## src/rtl/cnn_result_streamer_pkg.sv

```systemverilog
// Shared constants and FSM encoding for the simpleCNN result streamer.
package cnn_result_streamer_pkg;

    localparam int unsigned NUM_CLASSES = 10;
    localparam int unsigned PROB_W      = 113;
    localparam int unsigned WORD_W      = 32;
    localparam logic [7:0]  HDR_MAGIC   = 8'hA5;

    // Words per score, frame length and width of the sign-extended score.
    localparam int unsigned WPP       = (PROB_W + WORD_W - 1) / WORD_W;
    localparam int unsigned FRAME_LEN = 1 + NUM_CLASSES * WPP;
    localparam int unsigned EXT_W     = WPP * WORD_W;

    // Index width that never collapses to zero bits.
    function automatic int unsigned idx_w(input int unsigned n);
        return (n > 1) ? $clog2(n) : 1;
    endfunction

    localparam int unsigned CLS_W = idx_w(NUM_CLASSES);
    localparam int unsigned WRD_W = idx_w(WPP);

    typedef enum logic [1:0] {
        StIdle = 2'd0,
        StHdr  = 2'd1,
        StPay  = 2'd2
    } state_e;

endpackage

```

## src/rtl/cnn_result_streamer.sv

```systemverilog
// Snapshots a simpleCNN result on the rising edge of fc_done and streams it as one
// frame: a header word followed by every class score, sign-extended and sent MSW first.
module cnn_result_streamer
    import cnn_result_streamer_pkg::*;
(
    input  logic                          clk,
    input  logic                          rst,
    input  logic                          fc_done,
    input  logic [3:0]                    result,
    input  logic [15:0]                   count,
    input  logic [NUM_CLASSES*PROB_W-1:0] prob_flat,
    output logic [WORD_W-1:0]             m_data,
    output logic                          m_valid,
    input  logic                          m_ready,
    output logic                          m_last,
    output logic                          busy,
    output logic                          overrun,
    output logic [15:0]                   frames_sent
);

    state_e                        state_q, state_d;
    logic                          fc_done_q, fc_done_d;
    logic                          overrun_q, overrun_d;
    logic [15:0]                   frames_sent_q, frames_sent_d;
    logic [CLS_W-1:0]              cls_q, cls_d;
    logic [WRD_W-1:0]              wrd_q, wrd_d;

    // Snapshot registers: loaded only on an accepted trigger.
    logic [3:0]                    result_s_q, result_s_d;
    logic [15:0]                   count_s_q, count_s_d;
    logic [NUM_CLASSES*PROB_W-1:0] prob_s_q, prob_s_d;

    logic                          trigger;
    logic                          cls_end;
    logic                          wrd_end;
    int unsigned                   cls_base;
    int unsigned                   word_base;
    logic [WRD_W-1:0]              word_sel;
    logic [PROB_W-1:0]             score;
    logic [EXT_W-1:0]              score_ext;
    logic [WORD_W-1:0]             pay_word;

    // Select the current payload word: score cls, word wrd counted from the MSW.
    always_comb begin
        cls_base  = 32'(cls_q) * PROB_W;
        score     = prob_s_q[cls_base +: PROB_W];
        score_ext = {{(EXT_W - PROB_W){score[PROB_W-1]}}, score};
        word_sel  = WRD_W'(WPP - 1) - wrd_q;
        word_base = 32'(word_sel) * WORD_W;
        pay_word  = score_ext[word_base +: WORD_W];
        cls_end   = (cls_q == CLS_W'(NUM_CLASSES - 1));
        wrd_end   = (wrd_q == WRD_W'(WPP - 1));
    end

    // FSM next-state, counters, snapshot capture and stream outputs.
    always_comb begin
        state_d       = state_q;
        fc_done_d     = fc_done;
        overrun_d     = overrun_q;
        frames_sent_d = frames_sent_q;
        cls_d         = cls_q;
        wrd_d         = wrd_q;
        result_s_d    = result_s_q;
        count_s_d     = count_s_q;
        prob_s_d      = prob_s_q;
        m_valid       = 1'b0;
        m_last        = 1'b0;
        m_data        = '0;

        trigger = fc_done & ~fc_done_q;

        unique case (state_q)
            StIdle: begin
                if (trigger) begin
                    result_s_d = result;
                    count_s_d  = count;
                    prob_s_d   = prob_flat;
                    state_d    = StHdr;
                end
            end
            StHdr: begin
                m_valid = 1'b1;
                m_data  = {HDR_MAGIC, 4'h0, result_s_q, count_s_q};
                if (m_ready) begin
                    state_d = StPay;
                    cls_d   = '0;
                    wrd_d   = '0;
                end
            end
            StPay: begin
                m_valid = 1'b1;
                m_data  = pay_word;
                m_last  = cls_end & wrd_end;
                if (m_ready) begin
                    if (cls_end && wrd_end) begin
                        state_d       = StIdle;
                        frames_sent_d = frames_sent_q + 16'd1;
                    end else if (wrd_end) begin
                        wrd_d = '0;
                        cls_d = cls_q + 1'b1;
                    end else begin
                        wrd_d = wrd_q + 1'b1;
                    end
                end
            end
            default: begin
                state_d = StIdle;
            end
        endcase

        // Any trigger outside IDLE is lost, including one on the final handshake.
        if (trigger && (state_q != StIdle)) begin
            overrun_d = 1'b1;
        end
    end

    // Control state with synchronous reset.
    always_ff @(posedge clk) begin
        if (rst) begin
            state_q       <= StIdle;
            fc_done_q     <= 1'b0;
            overrun_q     <= 1'b0;
            frames_sent_q <= 16'd0;
            cls_q         <= '0;
            wrd_q         <= '0;
        end else begin
            state_q       <= state_d;
            fc_done_q     <= fc_done_d;
            overrun_q     <= overrun_d;
            frames_sent_q <= frames_sent_d;
            cls_q         <= cls_d;
            wrd_q         <= wrd_d;
        end
    end

    // Snapshot data path; contents are only observed while a frame is in flight.
    always_ff @(posedge clk) begin
        result_s_q <= result_s_d;
        count_s_q  <= count_s_d;
        prob_s_q   <= prob_s_d;
    end

    assign busy        = (state_q != StIdle);
    assign overrun     = overrun_q;
    assign frames_sent = frames_sent_q;

endmodule

```

## config.mk

```make
export PLATFORM = sky130hd
export DESIGN_NAME = cnn_result_streamer
export DESIGN_NICKNAME = d
export VERILOG_FILES = /design/src/rtl/cnn_result_streamer_pkg.sv /design/src/rtl/cnn_result_streamer.sv
export SDC_FILE = /design/constraint.sdc
export NUM_CORES = 1
export LEC_CHECK = 0
export BUFFER_PORTS_ARGS = -buffer_cell sky130_fd_sc_hd__buf_4
export CAP_MARGIN = 20
export CORE_AREA = 10 10 464 466
export CTS_CLUSTER_SIZE = 28
export DETAILED_ROUTE_END_ITERATION = 10
export DIE_AREA = 0 0 474 476
export SYNTH_ARGS = -nofsm -noshare
export SYNTH_HDL_FRONTEND = slang
export SYNTH_SLANG_ARGS = --single-unit
```

## constraint.sdc

```tcl
create_clock -name clk -period 94.7 [get_ports clk]
set_clock_uncertainty 0.2 [all_clocks]
set_input_delay 14.205 -clock clk [delete_from_list [all_inputs] [get_ports clk]]
set_output_delay 14.205 -clock clk [all_outputs]
set_load 0.02 [all_outputs]
```

# Word-level counts from Yosys, hierarchy flattened
# Cells that the tools add are included.
[classes]
shifts = 2
magnitude_cmp = 0
n_bitwise = 3
mul = 1
div_mod_pow = 0
addsub = 4
n_mux = 18
reduce_logical = 11
eq_ne = 10
[op_table]
columns = ["op", "count"]
rows = [
  ["$shiftx A1130 B12 Y113", 1],
  ["$shiftx A128 B8 Y32", 1],
  ["$pmux W32 S2", 1],
  ["$add A16 B1 Y16 const B", 1],
  ["$mux W2", 8],
  ["$mux W4", 4],
  ["$ne A2 B2 Y1 const B", 6],
  ["$mul A4 B7 Y11 const B", 1],
  ["$pmux W4 S2", 1],
  ["$reduce_and A4 Y1", 2],
  ["$pmux W2 S3", 1],
  ["$reduce_and A5 Y1", 1],
  ["$add A4 B1 Y4 const B", 1],
  ["$eq A2 B2 Y1 const B", 2],
  ["$eq A4 B4 Y1 const B", 1],
  ["$pmux W2 S2", 1],
  ["$reduce_bool A2 Y1", 2],
  ["$reduce_and A3 Y1", 1],
  ["$add A2 B1 Y2 const B", 1],
  ["$and A1 B1 Y1", 2],
  ["$eq A2 B1 Y1 const B", 1],
  ["$logic_and A1 B1 Y1", 2],
  ["$logic_not A2 Y1", 1],
  ["$mux W1", 2],
  ["4 further kinds", 4],
]
[word_totals]
latchBits = 0
mem_bits_rw = 0
rom_bits = 0
word_cells = 58
n_memories = 0
in_bits = 1154
regBits = 1176

# Depth between registers and ports, before layout
# Gate-level depths: netlist of run 1.
[logic_depth]
word_depth = 5
depth_mapped = 9
ltp_nobuf = 7

# Worst setup path before layout of run 1
# OpenSTA, ideal clock, no wires.
[synth_timing]
kind = "input port to flip-flop"
start = "input fc_done"
end = "register count_s_q[0], enable pin"
n_path_buf = 0
required_ns = 91.790
path_stages = 2
slack_ns = 29.768
arrival_time_ns = 62.022
setup_time_ns = 2.710
path_cell_list = "nand2_1 > nor2_1"
[synth_between]
elab_chain_len = 2
[synth_rtl]
columns = ["item", "line_no", "text"]
rows = [
  ["start, declared", "cnn_result_streamer.sv:8", "input logic fc_done,"],
  ["$and A1 B1 Y1", "cnn_result_streamer.sv:70", "trigger = fc_done & ~fc_done_q;"],
  ["$reduce_and A2 Y1 (no source line)", "-", ""],
  ["end signal, assigned", "cnn_result_streamer.sv:139", "count_s_q <= count_s_d;"],
  ["end, declared", "cnn_result_streamer.sv:30", "logic [15:0] count_s_q, count_s_d;"],
]
# Every way passes these cells.
# A chain may end at the register's enable or synchronous reset.

# Worst setup path in the final report of run 1
[layout_timing]
start = "register cls_q[0]"
end = "output m_data[9]"
[layout_between]
elab_chain_len = 4
[layout_rtl]
columns = ["item", "line_no", "text"]
rows = [
  ["start, declared", "cnn_result_streamer.sv:25", "logic [CLS_W-1:0] cls_q, cls_d;"],
  ["start signal, assigned", "cnn_result_streamer.sv:131", "cls_q <= cls_d;"],
  ["$mul A4 B7 Y11", "cnn_result_streamer.sv:45", "cls_base = 32'(cls_q) * PROB_W;"],
  ["$shiftx A1130 B12 Y113", "cnn_result_streamer.sv:46", "score = prob_s_q[cls_base +: PROB_W];"],
  ["$shiftx A128 B8 Y32", "cnn_result_streamer.sv:50", "pay_word = score_ext[word_base +: WORD_W];"],
  ["$pmux W32 S2", "cnn_result_streamer.sv:72", "unique case (state_q)"],
  ["end, declared", "cnn_result_streamer.sv:12", "output logic [WORD_W-1:0] m_data,"],
]
# Every way passes these cells.

==> reports/results.txt, run 1 <==
Counting every net in the synthesized netlist gives 3278. In this run, post-CTS hold repair placed 0 buffers. Total of cells resized after clock tree synthesis: 0.

The logs give 57600 µm² for the area of placed instances and 5968 for the instance count after placement with tap cells included. The multi-input combinational cells in the finished layout cover a total of 9490 µm². The starting DRC count in detailed routing is 3405, and the fraction of registers with async set/reset is 0%. In the post-synthesis netlist, the biggest area contributors are sky130_fd_sc_hd__edfxtp_1 76%, sky130_fd_sc_hd__mux4_2 11%, sky130_fd_sc_hd__mux2i_1 2.6%. The top fanout value on the critical path is 49, and the area enclosed by the die boundary is 226000 µm². The count of port buffers added during placement is 1205, and the internal cell power is 0.976 mW.

For the number of buffers created by CTS, the log shows 139. In the global route stage, overall resource usage came out at 18.3%. Yosys instantiated no cell more often than sky130_fd_sc_hd__edfxtp_1.

The run gives 121 as the initial antenna violation count. After clock tree synthesis, the clock-pin slew on the worst setup and hold paths is 50 ps. The worst IR drop on VDD is 0.0175 mV, and the transition time at the pin with the least slew margin is 1180 ps. Counting flops with a built-in enable in the synthesized netlist gives 1150. Registers are responsible for 50.5% of the overall power. STA classifies the critical path startpoint as a flip-flop. The yosys synthesis warning count is 0, and the share of the synthesized area in the top cell type is 76.3%. The mean routed wirelength per cell is 34.5 µm. The most used flip-flop cell after synthesis is sky130_fd_sc_hd__edfxtp_1. The leakage component of the power was 21.8 nW; the maximum single-stage delay on the critical path was 810 ps. The tools report the final hold violation count as 0. Global routing finished with a remaining overflow of 0. Number of global-route vias before repair: 29200.

The starting density of the core was 22.0%. Endpoint kind of the worst setup timing path: an output pin. The logs give 4 for the maximum level of the CTS H-tree and 0 for the max-slew violation count.

Summed over all instances, the cell type with the most area after synthesis is sky130_fd_sc_hd__edfxtp_1. Clock tree synthesis selected as its root buffer the cell sky130_fd_sc_hd__clkbuf_16. The relative slew slack is 21.3%, and the die width is 474 µm. The run gives 3 as the number of buffers on the longest clock path. For the count of max-cap constraint violations, the log shows 0.

The count of cells in the finished layout, fillers not included, comes to 6268. The portion of the clock cycle consumed by the worst path in the final layout came out at 21.5%. Setup violations remaining at the end of the flow were counted as 0. In this run, synthesis produced a sequential element count of 1176. The first TritonRoute pass finished after 7 iterations. Detailed placement ended at an HPWL of 170 mm.

Synthesis-to-layout area growth: 37.4%. The fraction of layout instances using a drive strength above 1 is 50.0%. For this design, the slowest cell found on the critical path is sky130_fd_sc_hd__buf_4. Data arrives at the worst endpoint at 5960 ps.

The area of the core region came out at 206000 µm². In the final timing run, aggregate negative setup slack is 0 ps. The category of the most critical setup path is flip-flop to output pin. By count the netlist is led by 1150 x sky130_fd_sc_hd__edfxtp_1, 225 x sky130_fd_sc_hd__mux4_2, 118 x sky130_fd_sc_hd__mux2i_1.

The first global-routing pass estimated 276 mm of wire. For this design the ratio of total power to cell area is 20.5 nW/µm². The critical path goes through buf_4 > buf_4 > buf_4 > mux4_2 > mux2i_1 > o221ai_1 > a32oi_1 > buf_4 > o31ai_1 > buf_4. Routability-driven placement finished with a final weighted congestion of 0.887. The routed design has 216 mm of wire.

The floorplan step set the die height to 476 µm. After detailed routing, the number of remaining DRC violations is 0. The sequential share of the synthesized area is 77.5%, and the highest attainable clock frequency is 49.1 MHz. Synthesis handed over a netlist of 2117 instances. For the total number of clock tree sinks, the log shows 1176.

The clock insertion delay at the later pin of the skew report was 770 ps; the final critical-path required period was 20370 ps. The mapped netlist covers 45300 µm². The finished cells cover 62200 µm². After detailed routing, the number of vias per cell comes to 4.55. In the final design database the tool counted 4569 nets.

The tools report the pin count of the biggest net entering global routing as 185. The clock group share of total power was 41.4%. After synthesis, the mean cell area works out to 21.4 µm². Setup repair after global routing left no endpoint under its margin. Footprint of the flip-flops and latches: 35100 µm². The switching power is 0.302 mW, and the count of unique library cells instantiated by Yosys is 53. The tools report the part of the total power dissipated in combinational logic as 8.2%. In this run the remaining antenna-violating nets after routing total 0. Once the clock tree was built, the setup fixing pass inserted 0 buffers. TritonCTS built the clock tree. The routed layout has 28500 vias. The number of fillers in the final layout is 20300, and the critical path required time is 80300 ps.

The flow ran to the end, and the final reports show no timing, DRC or antenna violations. The floorplan has 167 rows. For this design the top-level I/O count stands at 1206. The most repeated library cell on the critical path was sky130_fd_sc_hd__buf_4. The min-delay analysis places its worst path in the category flip-flop to flip-flop. Net switching is 23.6% of the power.
==> layout by cell type (no fill, tap or decap), drive strengths merged, types with 5 or more instances in the layout <==
| cell | instances |
|---|---|
| buf | 1272 |
| edfxtp | 1150 |
| mux4 | 225 |
| clkbuf | 171 |
| mux2i | 118 |
| nor2 | 64 |
| o21ai | 62 |
| a21oi | 58 |
| diode | 51 |
| clkinv | 49 |
| mux2 | 36 |
| dfxtp | 26 |
| a22o | 25 |
| a221oi | 25 |
| nand2 | 22 |
| o221ai | 19 |
| inv | 18 |
| o31ai | 17 |
| a32oi | 16 |
| nor3 | 14 |
| a221o | 13 |
| xor2 | 12 |
| a22oi | 11 |
| clkinvlp | 9 |
| bufinv | 9 |
| nand3 | 7 |
| ha | 7 |
| xnor2 | 5 |
| and3 | 5 |
==> worst max-delay path, delay by kind of cell, from the launching register on <==
| family | cells | cell delay (ps) |
|---|---|---|
| muxes | 2 | 780 |
| DFF | 1 | 780 |
| AOI/OAI and AO/OA | 3 | 1030 |
| buffers and inverters | 5 | 2420 |
==> final timing paths <==
path                            slack, ps                       to  cells after the start               startpoint
worst min register to register        300    wrd_q[1]$_SDFFE_PP0P_                      2    wrd_q[1]$_SDFFE_PP0P_
worst min-delay path                  300    wrd_q[1]$_SDFFE_PP0P_                      2    wrd_q[1]$_SDFFE_PP0P_
worst max register to register      89680  prob_s_q[184]$_DFFE_PP_                      9  state_q[0]$_SDFFE_PP0P_
worst max-delay path                74330                m_data[9]                     10    cls_q[0]$_SDFFE_PP0P_
==> per-layer routing <==
metal / wire (µm) / global-route usage (%) / vias up
li1: - / - / 11600
met1: 83800 / 22.5 / 14700
met2: 102000 / 29.4 / 1779
met3: 22500 / 6.97 / 359
met4: 6910 / 6.19 / 60
met5: 417 / 0 / -
==> flip-flops by register name, summed over array words and instances, names as in the netlist <==
register / cells
cls_q: 4
count_s_q: 16
fc_done_q: 1
frames_sent: 16
overrun: 1
prob_s_q: 1130
result_s_q: 4
state_q: 2
wrd_q: 2
==> metrics by stage <==
step           power, mW  setup slack [ps]  hold slack (ps)  utilization (%)
3_3_place_gp       0.759             74830              275             27.9
5_1_grt             1.32             73880              348             30.1
3_5_place_dp       0.760             74840              295             27.9
2_1_floorplan      0.780             29770              287                -
4_1_cts             1.29             73910              307             30.1
6_report            1.28             74330              302             30.2
==> layout make-up <==
cell class / instances / share of cell area (%)
Sequential cell: 1176 / 56.4
Timing Repair Buffer: 1272 / 15.5
Multi-Input combinational cell: 809 / 15.3
Clock buffer: 171 / 5.82
Tap cell: 2704 / 5.44
Clock inverter: 75 / 1.27
Antenna cell: 51 / 0.205
Inverter: 10 / 0.0603
==> cell families (layout without fill, tap and decap cells) <==
logic type / after synthesis / count (layout) / synth area share [%]
and+or+nand+nor: 133 / 133 / 1.42
other: 0 / 51 / 0
DFF: 1176 / 1176 / 77.5
muxes: 379 / 379 / 14.7
buffers and inverters: 132 / 1528 / 1.68
AOI/OAI and AO/OA: 273 / 273 / 4.22
adders and majority gates: 7 / 7 / 0.194
xor gates and xnor gates: 17 / 17 / 0.329
==> power groups by stage <==
| stage | registers (mW) | clock network [mW] | logic [mW] |
|---|---|---|---|
| 3_5_place_dp | 0.655 | 0 | 0.105 |
| 5_1_grt | 0.648 | 0.563 | 0.111 |
| 4_1_cts | 0.645 | 0.544 | 0.105 |
| 3_3_place_gp | 0.655 | 0 | 0.103 |
| 2_1_floorplan | 0.739 | 0 | 0.0409 |
| 6_report | 0.645 | 0.529 | 0.104 |
(Power assumes the default switching activity.)
==> inputs of run 2 (changes only) <==
- CORE_AREA: 10 10 464 466 -> 10 10 462 464
- DIE_AREA: 0 0 474 476 -> 0 0 472 474
- clock period: 94.7 -> 17.14 ns (I/O delays scaled with it)
==> run 2 against run 1 <==
Effect of this change:
- register-to-register slack worse by 76000 ps
- combinational power grew to 5.5 times the previous value
- largest power group unchanged
- non-clock buffer count is 16 lower
- routed wire length is 1.1% higher
- sequential share of layout area hardly changed
- via count is 0.70% lower
- flip-flop and latch count stayed put
- clock power grew to 5.7 times the previous value
- first-iteration DRC count is 15% lower
- worst setup slack worse by 65000 ps
- design area hardly changed
==> reports/results.txt, run 2 (same netlist as run 1, synthesis figures left out) <==
In this run the count of I/O pins placed on the die edge is 1206. The maximum level of the CTS H-tree is 4, and the highest attainable clock frequency is 125 MHz. Wire length on met2: 105 mm. In the layout the commonest cells are 1248 x sky130_fd_sc_hd__buf_4, 1150 x sky130_fd_sc_hd__edfxtp_1, 225 x sky130_fd_sc_hd__mux4_2.

The floorplan step defined a core boundary enclosing 204000 µm². Max-cap violations in this run came to 0. In this run the critical register-to-register path is captured at frames_sent[14]$_SDFFE_PP0P_. Clock-pin slew was measured on the worst setup and hold paths at 60 ps. The run finished with clean final reports. The tools report the initial antenna violation count as 127. Across all register-to-register paths, the minimum setup slack is 13220 ps. The tools report the capture endpoint of the worst hold path as overrun$_SDFFE_PP0P_. Input and output buffers added on the ports amount to 1205.

For the wire length the detailed router placed on met1, the log shows 84.9 mm. The worst path uses 46.5% of the clock period. Element type at the critical path start: a flip-flop. The worst hold path passes through 2 cells. STA puts the critical path data arrival time at 5200 ps. The register with the most flip-flops in the layout has 1130 of them.

The number of failing setup endpoints in the final timing report came out at 0. The tools report the final antenna-violating net count as 0. The library cell used as clock root buffer is sky130_fd_sc_hd__clkbuf_16. The most flop-heavy register is prob_s_q. In this run the static leakage power is 21.9 nW. The pin count of the biggest net entering global routing came out at 184. Before antenna repair, the detailed router went through 5 iterations. In this run the most critical hold path is launched from overrun$_SDFFE_PP0P_. The net count of the finished layout is 4557. Compared with the post-synthesis result, the final layout area differs by 37.4%. TritonCTS built the clock tree. The die is 474 µm tall.

The ratio of total power to cell area is 115 nW/µm². The worst-case IR drop observed on VDD is 0.0978 mV. The startpoint identified for the worst register-to-register timing path is cls_q[0]$_SDFFE_PP0P_. The logs give 20100 for the number of fillers in the final layout and 280 mm for the wire length of the first global-routing pass. In this run the worst path has a maximum fanout of 47.

The setup slack after layout was 9170 ps; the transition time at the pin with the least slew margin was 1110 ps. The total of cells resized after clock tree synthesis is 0. For the final weighted congestion in routability-driven placement, the log shows 0.870. For the core occupancy in the finished layout, the log shows 30.5%. Buffers added to address setup during post-CTS repair amount to 0.

After detailed routing, the number of vias per cell comes to 4.55. Detailed routing placed a total of 23.3 mm of wire on met3. The depth of the most critical reg-to-reg path works out to 8.

The critical path launch point is cls_q[1]$_SDFFE_PP0P_. The tools report the post-placement worst setup slack as 9420 ps. The floorplan has 166 rows.

The logs give 170 mm for the HPWL after detailed placement and 0 for the total overflow reported by the global router. Relative slew slack: 26.2%. For this configuration, the core starts out at a cell density of 22.2%.

By startpoint and endpoint, the worst setup path is classified as flip-flop to output pin. The clock passes through at most 3 buffers. For this run, design rule violations remaining after detail routing come to 0. The area enclosed by the die boundary came out at 224000 µm². Most common cell after layout, fill and taps aside: sky130_fd_sc_hd__buf_4. Detailed routing inserted a total of 28300 vias. The tightest min-delay check is of the flip-flop to flip-flop type.

The fraction of layout instances using a drive strength above 1 is 49.9%, and the number of global-route vias before repair is 29200. For this block, the routed nets add up to 218 mm of wire. Global routing consumed, over all layers together, 18.7% of the routing resources.

For the final routed database, the setup TNS stands at 0 ps. For the finished layout, the period the worst path requires is 7970 ps. The top metal layer carrying routed signals was met5. After detailed routing, the average wire length per cell comes to 35.0 µm. For the final hold violation count, the log shows 0. The max-slew violation count came out at 0. The detailed router finished its first iteration with 2880 violations. Clock latency on the worst-skew pair, taken at its later pin, is 780 ps. For the critical path required time, the log shows 14370 ps. The run gives 1176 as the total number of clock tree sinks. The cts-stage hold buffer count was 0. The worst setup path is captured at an output pin. The die width was 472 µm; the number of buffers created by CTS was 143.

Setup repair after global routing left no endpoint under its margin.
run 2: cell count changes in the layout (fill, tap and decap cells not counted), moves of 2 or more:
| cell | change |
|---|---|
| sky130_fd_sc_hd__buf_16 | -3 |
| sky130_fd_sc_hd__clkinv_8 | -2 |
| sky130_fd_sc_hd__clkbuf_8 | +2 |
| sky130_fd_sc_hd__diode_2 | -16 |
| sky130_fd_sc_hd__inv_6 | +8 |
| sky130_fd_sc_hd__clkinv_4 | +4 |
| sky130_fd_sc_hd__clkinvlp_4 | -3 |
| sky130_fd_sc_hd__clkbuf_16 | +5 |
| sky130_fd_sc_hd__clkinv_1 | +4 |
| sky130_fd_sc_hd__buf_4 | -16 |
| sky130_fd_sc_hd__clkbuf_1 | -7 |
run 2: final cells by class:
class / instances / area [µm²] / share of cell area (%)
sequential: 1176 / 35100 / 56.4
multi-input combinational: 809 / 9510 / 15.3
timing repair buffer: 1256 / 9510 / 15.3
clock buffer: 171 / 3750 / 6.02
tap: 2688 / 3360 / 5.41
clock inverter: 86 / 863 / 1.39
antenna: 35 / 87.6 / 0.141
inverter: 10 / 37.5 / 0.0604
run 2: stage by stage:
stage / cell area, µm² / cells / hold WS, ps / power (mW)
2_1_floorplan: 45300 / 2117 / 287 / 3.95
3_3_place_gp: 57500 / 5935 / 263 / 4.19
3_5_place_dp: 57500 / 5939 / 267 / 4.20
4_1_cts: 62100 / 6196 / 284 / 7.26
5_1_grt: 62100 / 6207 / 312 / 7.41
6_report: 62200 / 6231 / 284 / 7.16
run 2: worst max path at each step:
stage	to	cells past startpoint	slack, ps
after detailed placement	m_data[4]	7	9420
after floorplan	count_s_q[0]$_DFFE_PP_	2	-3040
after CTS	m_data[4]	7	8520
final	m_data[5]	8	9170
after global routing	m_data[2]	8	8660
after global placement	m_data[18]	8	9390
run 2: report_power, final:
group          internal [mW]  leakage (nW)  switching (mW)
registers               3.46          11.1           0.103
logic                  0.272          8.54           0.296
clock network           1.73          2.24            1.30
run 2: worst max-delay path: stages (launching register included):
cell and delay (ps):
sky130_fd_sc_hd__dfxtp_4 650, sky130_fd_sc_hd__buf_4 460, sky130_fd_sc_hd__buf_4 680, sky130_fd_sc_hd__mux4_2 400, sky130_fd_sc_hd__mux2i_1 530, sky130_fd_sc_hd__o221ai_1 470
sky130_fd_sc_hd__a32oi_1 540, sky130_fd_sc_hd__o31ai_1 280, sky130_fd_sc_hd__buf_4 250
run 2: per-layer routing:
layer / track usage, % / vias up
met5: 0 / -
met3: 7.15 / 333
met4: 4.82 / 64
met1: 23.1 / 14600
li1: - / 11600
met2: 30.6 / 1760
